===== src/rtl/icache_refill_ctrl.sv =====
// I-cache miss/refill sequencer: one line request, LINE_WORDS beats assembled into a line, one fill strobe.
// Optional critical-word-first ordering and forwarding under `define CRITICAL_WORD_FIRST_EN.
module icache_refill_ctrl #(
  parameter int XLEN       = 16,
  parameter int ILEN       = 8,
  parameter int LINE_WORDS = 4
) (
  input  logic                         clk_i,
  input  logic                         rst_n_i,
  input  logic                         miss_i,
  input  logic [XLEN-1:0]              miss_addr_i,
  input  logic                         flush_i,
  output logic                         busy_o,
  output logic                         mem_req_valid_o,
  input  logic                         mem_req_ready_i,
  output logic [XLEN-1:0]              mem_req_addr_o,
  input  logic                         mem_rsp_valid_i,
  input  logic [ILEN-1:0]              mem_rsp_data_i,
  output logic                         fill_valid_o,
  output logic [XLEN-1:0]              fill_pc_o,
  output logic [LINE_WORDS*ILEN-1:0]   fill_line_o,
  output logic                         crit_valid_o,
  output logic [ILEN-1:0]              crit_data_o
);

  localparam int WOFF     = $clog2(ILEN / 8);
  localparam int WIDX     = $clog2(LINE_WORDS);
  localparam int LINE_LEN = LINE_WORDS * ILEN;

  localparam logic [XLEN-1:0] LINE_MASK = ~((XLEN'(1) << (WOFF + WIDX)) - XLEN'(1));
`ifdef CRITICAL_WORD_FIRST_EN
  localparam logic [XLEN-1:0] WORD_MASK = ~((XLEN'(1) << WOFF) - XLEN'(1));
`endif
  localparam logic [WIDX:0]   LAST_CNT  = (WIDX + 1)'(LINE_WORDS - 1);

  typedef enum logic [2:0] {
    S_IDLE,
    S_REQ,
    S_RECV,
    S_FILL,
    S_DRAIN
  } state_e;

  state_e                state_q, state_d;
  logic [XLEN-1:0]       line_addr_q, line_addr_d;
  logic [XLEN-1:0]       req_addr_q, req_addr_d;
  logic [WIDX-1:0]       start_q, start_d;
  logic [WIDX:0]         cnt_q, cnt_d;
  logic [LINE_LEN-1:0]   buf_q, buf_d;
  logic                  fill_valid_q, fill_valid_d;
  logic [XLEN-1:0]       fill_pc_q, fill_pc_d;
  logic [LINE_LEN-1:0]   fill_line_q, fill_line_d;
`ifdef CRITICAL_WORD_FIRST_EN
  logic                  crit_valid_q, crit_valid_d;
  logic [ILEN-1:0]       crit_data_q, crit_data_d;
`endif

  logic [WIDX-1:0]       widx;
  logic [WIDX:0]         cnt_inc;
  logic                  last_beat;

  always_comb begin
    widx      = start_q + cnt_q[WIDX-1:0];
    cnt_inc   = cnt_q + (WIDX + 1)'(1);
    last_beat = mem_rsp_valid_i && (cnt_q == LAST_CNT);
  end

  always_comb begin
    state_d      = state_q;
    line_addr_d  = line_addr_q;
    req_addr_d   = req_addr_q;
    start_d      = start_q;
    cnt_d        = cnt_q;
    buf_d        = buf_q;
    fill_valid_d = 1'b0;
    fill_pc_d    = fill_pc_q;
    fill_line_d  = fill_line_q;
`ifdef CRITICAL_WORD_FIRST_EN
    crit_valid_d = 1'b0;
    crit_data_d  = crit_data_q;
`endif

    unique case (state_q)
      S_IDLE: begin
        if (miss_i) begin
          line_addr_d = miss_addr_i & LINE_MASK;
`ifdef CRITICAL_WORD_FIRST_EN
          req_addr_d  = miss_addr_i & WORD_MASK;
          start_d     = miss_addr_i[WOFF +: WIDX];
`else
          req_addr_d  = miss_addr_i & LINE_MASK;
          start_d     = '0;
`endif
          state_d     = S_REQ;
        end
      end

      S_REQ: begin
        if (mem_req_ready_i) begin
          cnt_d   = '0;
          state_d = flush_i ? S_DRAIN : S_RECV;
        end else if (flush_i) begin
          state_d = S_IDLE;
        end
      end

      S_RECV: begin
        if (mem_rsp_valid_i) begin
          for (int unsigned k = 0; k < LINE_WORDS; k++) begin
            if (widx == WIDX'(k)) buf_d[k*ILEN +: ILEN] = mem_rsp_data_i;
          end
          cnt_d = cnt_inc;
`ifdef CRITICAL_WORD_FIRST_EN
          if ((cnt_q == '0) && !flush_i) begin
            crit_valid_d = 1'b1;
            crit_data_d  = mem_rsp_data_i;
          end
`endif
        end
        // A flush that coincides with the final beat has nothing left to drain.
        if (flush_i) begin
          state_d = last_beat ? S_IDLE : S_DRAIN;
        end else if (last_beat) begin
          state_d      = S_FILL;
          fill_valid_d = 1'b1;
          fill_pc_d    = line_addr_q;
          fill_line_d  = buf_d;
        end
      end

      S_FILL: begin
        state_d = S_IDLE;
      end

      S_DRAIN: begin
        if (mem_rsp_valid_i) begin
          cnt_d = cnt_inc;
          if (last_beat) state_d = S_IDLE;
        end
      end

      default: state_d = S_IDLE;
    endcase
  end

  always_ff @(posedge clk_i) begin
    if (!rst_n_i) begin
      state_q      <= S_IDLE;
      line_addr_q  <= '0;
      req_addr_q   <= '0;
      start_q      <= '0;
      cnt_q        <= '0;
      buf_q        <= '0;
      fill_valid_q <= 1'b0;
      fill_pc_q    <= '0;
      fill_line_q  <= '0;
`ifdef CRITICAL_WORD_FIRST_EN
      crit_valid_q <= 1'b0;
      crit_data_q  <= '0;
`endif
    end else begin
      state_q      <= state_d;
      line_addr_q  <= line_addr_d;
      req_addr_q   <= req_addr_d;
      start_q      <= start_d;
      cnt_q        <= cnt_d;
      buf_q        <= buf_d;
      fill_valid_q <= fill_valid_d;
      fill_pc_q    <= fill_pc_d;
      fill_line_q  <= fill_line_d;
`ifdef CRITICAL_WORD_FIRST_EN
      crit_valid_q <= crit_valid_d;
      crit_data_q  <= crit_data_d;
`endif
    end
  end

  assign busy_o          = (state_q != S_IDLE);
  assign mem_req_valid_o = (state_q == S_REQ);
  assign mem_req_addr_o  = req_addr_q;
  // Fill strobe is registered, but a flush arriving in the FILL cycle itself still has to kill it.
  assign fill_valid_o    = fill_valid_q & ~flush_i;
  assign fill_pc_o       = fill_pc_q;
  assign fill_line_o     = fill_line_q;
`ifdef CRITICAL_WORD_FIRST_EN
  assign crit_valid_o    = crit_valid_q;
  assign crit_data_o     = crit_data_q;
`else
  assign crit_valid_o    = 1'b0;
  assign crit_data_o     = '0;
`endif

endmodule


===== config.mk =====
export PLATFORM = sky130hd
export DESIGN_NAME = icache_refill_ctrl
export DESIGN_NICKNAME = d
export VERILOG_FILES = /design/src/rtl/icache_refill_ctrl.sv
export SDC_FILE = /design/constraint.sdc
export NUM_CORES = 1
export LEC_CHECK = 0
export ABC_AREA = 1
export CAP_MARGIN = 10
export CORE_MARGIN = 2
export CORE_UTILIZATION = 44
export DETAILED_ROUTE_END_ITERATION = 10
export GPL_TIMING_DRIVEN = 0
export PLACE_DENSITY = 0.83
export SYNTH_ARGS = -nofsm -noshare
export SYNTH_HDL_FRONTEND = slang
export SYNTH_SLANG_ARGS = --single-unit

===== constraint.sdc =====
create_clock -name clk_i -period 1.4 [get_ports clk_i]
set_input_delay 0.42 -clock clk_i [delete_from_list [all_inputs] [get_ports clk_i]]
set_output_delay 0.42 -clock clk_i [all_outputs]
set_load 0.1 [all_outputs]

Word-level counts from Yosys, hierarchy flattened

Index checks and enable logic that the tools add are counted.

Bits of input ports: 30
Register bits after elaboration: 99
Logic and storage cells: 56

Bitwise operators: 4
Mux-type cells: 19
Reductions and logical operators: 11
Add/sub/neg operators: 1
Equality and inequality tests: 14

Operators with widths:

| cell                                                            | count |
|---|---|
| 3-bit two-way mux                                               | 11 |
| 32-bit two-way mux                                              | 1 |
| 8-bit two-way mux                                               | 4 |
| 3-bit case mux with 4 select lines                              | 1 |
| 3-bit by 2-bit == test with 1-bit output, second input constant | 2 |
| 2-bit != test, second input constant                            | 3 |
| 3-bit case mux with 2 select lines                              | 1 |
| 3-bit AND reduction                                             | 2 |
| 5-bit AND reduction                                             | 1 |
| 2-bit == test, second input constant                            | 2 |
| 2-bit by 1-bit != test with 1-bit output, second input constant | 2 |
| 3-bit by 1-bit adder with 3-bit output, second input constant   | 1 |
| 3-bit by 1-bit == test with 1-bit output, second input constant | 1 |
| 3-bit == test, second input constant                            | 1 |
| 3-bit logical NOT                                               | 1 |
| 3-bit by 2-bit != test with 1-bit output, second input constant | 1 |
| 3-bit != test, second input constant                            | 1 |
| 1-bit inverter                                                  | 3 |
| 3-bit nonzero test                                              | 1 |
| 3-bit OR reduction                                              | 1 |
| 2-bit by 1-bit == test with 1-bit output, second input constant | 1 |
| 2-bit logical NOT                                               | 1 |
| 2-bit AND reduction                                             | 1 |
| 2-bit nonzero test                                              | 1 |
| 4 further kinds                                                 | 4 |

Longest topological paths before layout

Depth in word-level cells: 5
Mapped depth: 10
Gate-level depth less buffers: 8

Least setup slack after synthesis

Ideal clock, no wire load.

Path type: register to register
Start: register state_q[0]
End: register cnt_q[0]
Data required time: 1330 ps
Setup slack: -963 ps
Arrival: 2294 ps
Library setup time: 70 ps
Stages on the path, launching flop included: 6
Period minus slack after synthesis: 2363 ps
Cell sequence: dfxtp_1 inv_2 nor3_2 nand2_1 and2_1 a21oi_1

RTL lines:

| element                                                                                  | RTL line | source |
|---|---|---|
| start, declared                                                                          | 44       | `state_e state_q, state_d;` |
| start signal, assigned                                                                   | 162      | `state_q <= state_d;` |
| 3-bit by 1-bit == test with 1-bit output *                                               | n/a      |  |
| net mem_req_valid_o                                                                      | 14       | `output logic mem_req_valid_o,` |
| 2-bit by 1-bit != test with 1-bit output (no line) or 2-bit nonzero test (tied branches) | n/a      |  |
| 3-bit AND reduction (no line)                                                            | n/a      |  |
| end signal, assigned                                                                     | 166      | `cnt_q <= cnt_d;` |
| end, declared                                                                            | 48       | `logic [WIDX:0] cnt_q, cnt_d;` |

Mark *: on every way through the listed nets, which the timed path passes. The rest lies on a longest branch.
A chain may end at the register's enable or synchronous reset.

Final worst setup path

Start: register state_q[0]
End: output mem_req_valid_o

Word-level cells in the longest chain between the ends: 1

Ends and longest elaborated chain:

| element                                  | RTL line | source |
|---|---|---|
| 3-bit by 1-bit == test with 1-bit output | 179      | `assign mem_req_valid_o = (state_q == S_REQ);` |
| end, declared                            | 14       |  |

No other way between the ends.

==> results.toml <==
[final_layout]
postLayoutCoreUtil = 0.819
multi_input_area_um2 = 2530
n_antenna_cell = 0
final_nets = 724
drive_above_1_share = 0.512
final-instance-count-excl-fill = 823
syn2layout_area_growth_pct = 80.7
seq_area_um2 = 2080
fillers = 487

[logic_synthesis]
synth_cells = 544
yosysMostFrequentCell = "nor2_1"
synth_flop_cell = "dfxtp_1"
ys_warn_count = 0
synth_area_leaders = "dfxtp_1 47%, nor2_1 12%, nand2_1 6.1%"
synth_top_area_frac = 0.473
synth_edf_count = 0
synth.distinct_cells = 24
synth_top_area_cell = "dfxtp_1"
avgSynthCellArea_um2 = 7.70
synth_commonest_cells = "129 x nor2_1, 99 x dfxtp_1, 68 x nand2_1"
synth-async-reset-ratio = 0
yosysSeqAreaShare = 0.473
synth_seq_cells = 99
syn-cell-area_um2 = 4190

[sta]
timing.fmax_mhz = 557
slew_viol_final = 0
final_hold_viol_count = 0
finalCriticalPeriod_ps = 1790
finClkSkew_ps = 14.6
period_share = 1.28
rsz0062_at_grt = "true"
finalWorstSetupSlack_ps = -394
setup_viol = 73
whs_ps = 249

[die]
io_pins = 106
coreArea_um2 = 9240
die_y_um = 102
start_util = 0.453
rows = 35
die-area_um2 = 10300
fp.dieW_um = 102

[critical_path]
r2r_cells = 10
r2r-end = "fill_line_o[11]"
required_ps = 980
critPathCaptureType = "output pin"
cp.arrival_ps = 1370
critPathMaxFanout = 3
cp-start-kind = "register"
reg2reg_slack_ps = -240
crit_path_end = "mem_req_valid_o"
crit_path_start = "state_q[0]"
worstSetupPathType = "reg -> out"
r2r_start = "cnt_q[0]"

[clock_tree]
clock-sinks = 99
clkTransAtPathRegs_ps = 100
htreeDepth = 3
clockRootBuffer = "clkbuf_8"
clk_latency_ps = 390
cts_buffers = 9
clockBufferDepth = 2
hold_buffers = 0
cts_tree = "built"

[power]
p_leak_uw = 0.00305
powerDensity_nw_per_um2 = 1050
peakVddDrop_v = 0.00109

[global_route]
groute.usage.overall = 0.233
antenna_found_initial = 0
grt_pass1_vias = 3961
grt_overflow = 0
grt_pass1_wl_mm = 18.7
grt_max_degree = 17

[place]
placed_cells = 772
port_buffers = 87
place.gp.congestion = 0.822
place_ws_ps = -1100
dp_hpwl_mm = 7.92

[flow_run]
drv_cap = 0

[run_status]
failed_checks = "setup timing"
status = "finished with violations"

[routing]
vias = 4554
wirelength_mm = 16.0
drtAntennaViolNets = 0
drt_pass1_iterations = 5
drtIter0Drc = 336
drc = 0
vias_per_cell = 5.53
avgRoutedWirePerCell_um = 19.4

[hold_path]
hp-class = "in -> reg"
[cell families after synthesis]
logic type / share of synthesized area
flip-flops: 0.473
multiplexers: 0.0430
AO/OA/AOI/OAI: 0.144
AND/OR/NAND/NOR: 0.222
buffers and inverters: 0.103
adder cells (fa/ha/maj): 0.0149
other: 0.000895
[metal layers]
layer | up-vias | global-route usage | wire, um
met5 | - | 0 | 0
met4 | 0 | 0.108 | 870
met3 | 93 | 0.0642 | 1290
met2 | 292 | 0.409 | 8350
met1 | 2136 | 0.261 | 5460
li1 | 2033 | - | -
[worst max-delay path, cell delays in order (launching register included)]
cell and delay (ps):
dfxtp_4 380, buf_6 110, inv_6 30, nor3_4 270, buf_12 210
[power breakdown]
| part | leakage, uW | total, uW | internal, uW | switching [uW] |
|---|---|---|---|---|
| combinational | 0.00208 | 2390 | 901 | 1490 |
| sequential | 0.000832 | 3110 | 2950 | 152 |
| clock | 0.000137 | 2460 | 1420 | 1040 |
| total | 0.00305 | 7960 | 5280 | 2680 |
[cells in the final DEF (no fill, tap or decap), types with 5 or more instances in the layout]
| cell | Yosys | layout |
|---|---|---|
| a211oi_1 | 15 | 10 |
| a211oi_2 | 0 | 5 |
| a21oi_1 | 50 | 34 |
| a21oi_2 | 0 | 12 |
| buf_12 | 0 | 64 |
| buf_4 | 16 | 29 |
| buf_6 | 8 | 23 |
| buf_8 | 0 | 8 |
| clkbuf_16 | 0 | 8 |
| clkbuf_2 | 0 | 8 |
| clkbuf_8 | 0 | 10 |
| clkdlybuf4s50_1 | 0 | 24 |
| conb_1 | 1 | 13 |
| dfxtp_1 | 99 | 41 |
| dfxtp_2 | 0 | 49 |
| dfxtp_4 | 0 | 9 |
| inv_1 | 26 | 23 |
| mux2i_2 | 0 | 8 |
| mux2i_4 | 0 | 6 |
| nand2_1 | 68 | 42 |
| nand2_2 | 2 | 18 |
| nand2_4 | 0 | 7 |
| nand3_1 | 23 | 21 |
| nor2_1 | 129 | 87 |
| nor2_2 | 2 | 19 |
| nor2_4 | 0 | 25 |
| o21ai_0 | 32 | 17 |
| o21ai_1 | 16 | 20 |
| o21ai_2 | 0 | 11 |
[layout make-up]
| type | instances | share of cell area |
|---|---|---|
| Sequential cell | 99 | 0.274 |
| Clock inverter | 6 | 0.0177 |
| Multi-Input combinational cell | 378 | 0.335 |
| Tap cell | 129 | 0.0213 |
| Inverter | 30 | 0.0174 |
| Clock buffer | 10 | 0.0182 |
| Timing Repair Buffer | 124 | 0.258 |
| Buffer | 47 | 0.0590 |
[metrics by stage]
step	instance area, um^2	total power, uW	TNS [ps]
finish	7570	7960	-10100
floorplan	4310	4350	-2470
CTS	6230	7460	-1250
detailed placement	5340	4730	-71780
global route	7570	8160	-14280
global placement	5340	4680	-70180
[what timing repair did]
action                     in CTS  in global routing
setup buffers                  13                 15
cloned                          4                  9
gates resized for setup       572                318
setup endpoints to repair     154                136
pin swaps                       9                 46
[how the worst min path moves through the flow]
stage / startpoint / endpoint / slack, ps / depth (start not counted)
3_3_place_gp: buf_q[26] / buf_q[26] / 450 / 2
3_5_place_dp: buf_q[21] / buf_q[21] / 450 / 2
4_1_cts: flush_i / state_q[1] / 250 / 2
2_1_floorplan: buf_q[18] / buf_q[18] / 440 / 2
6_report: flush_i / state_q[1] / 250 / 2
5_1_grt: flush_i / state_q[1] / 250 / 2
[flip-flops by register name, indices dropped and copies added (netlist names)]
name	flops
fill_pc_o	14
cnt_q	3
fill_line_o	32
line_addr_q	14
fill_valid_q	1
buf_q	32
state_q	3
Power figures use the tool's default switching activity.
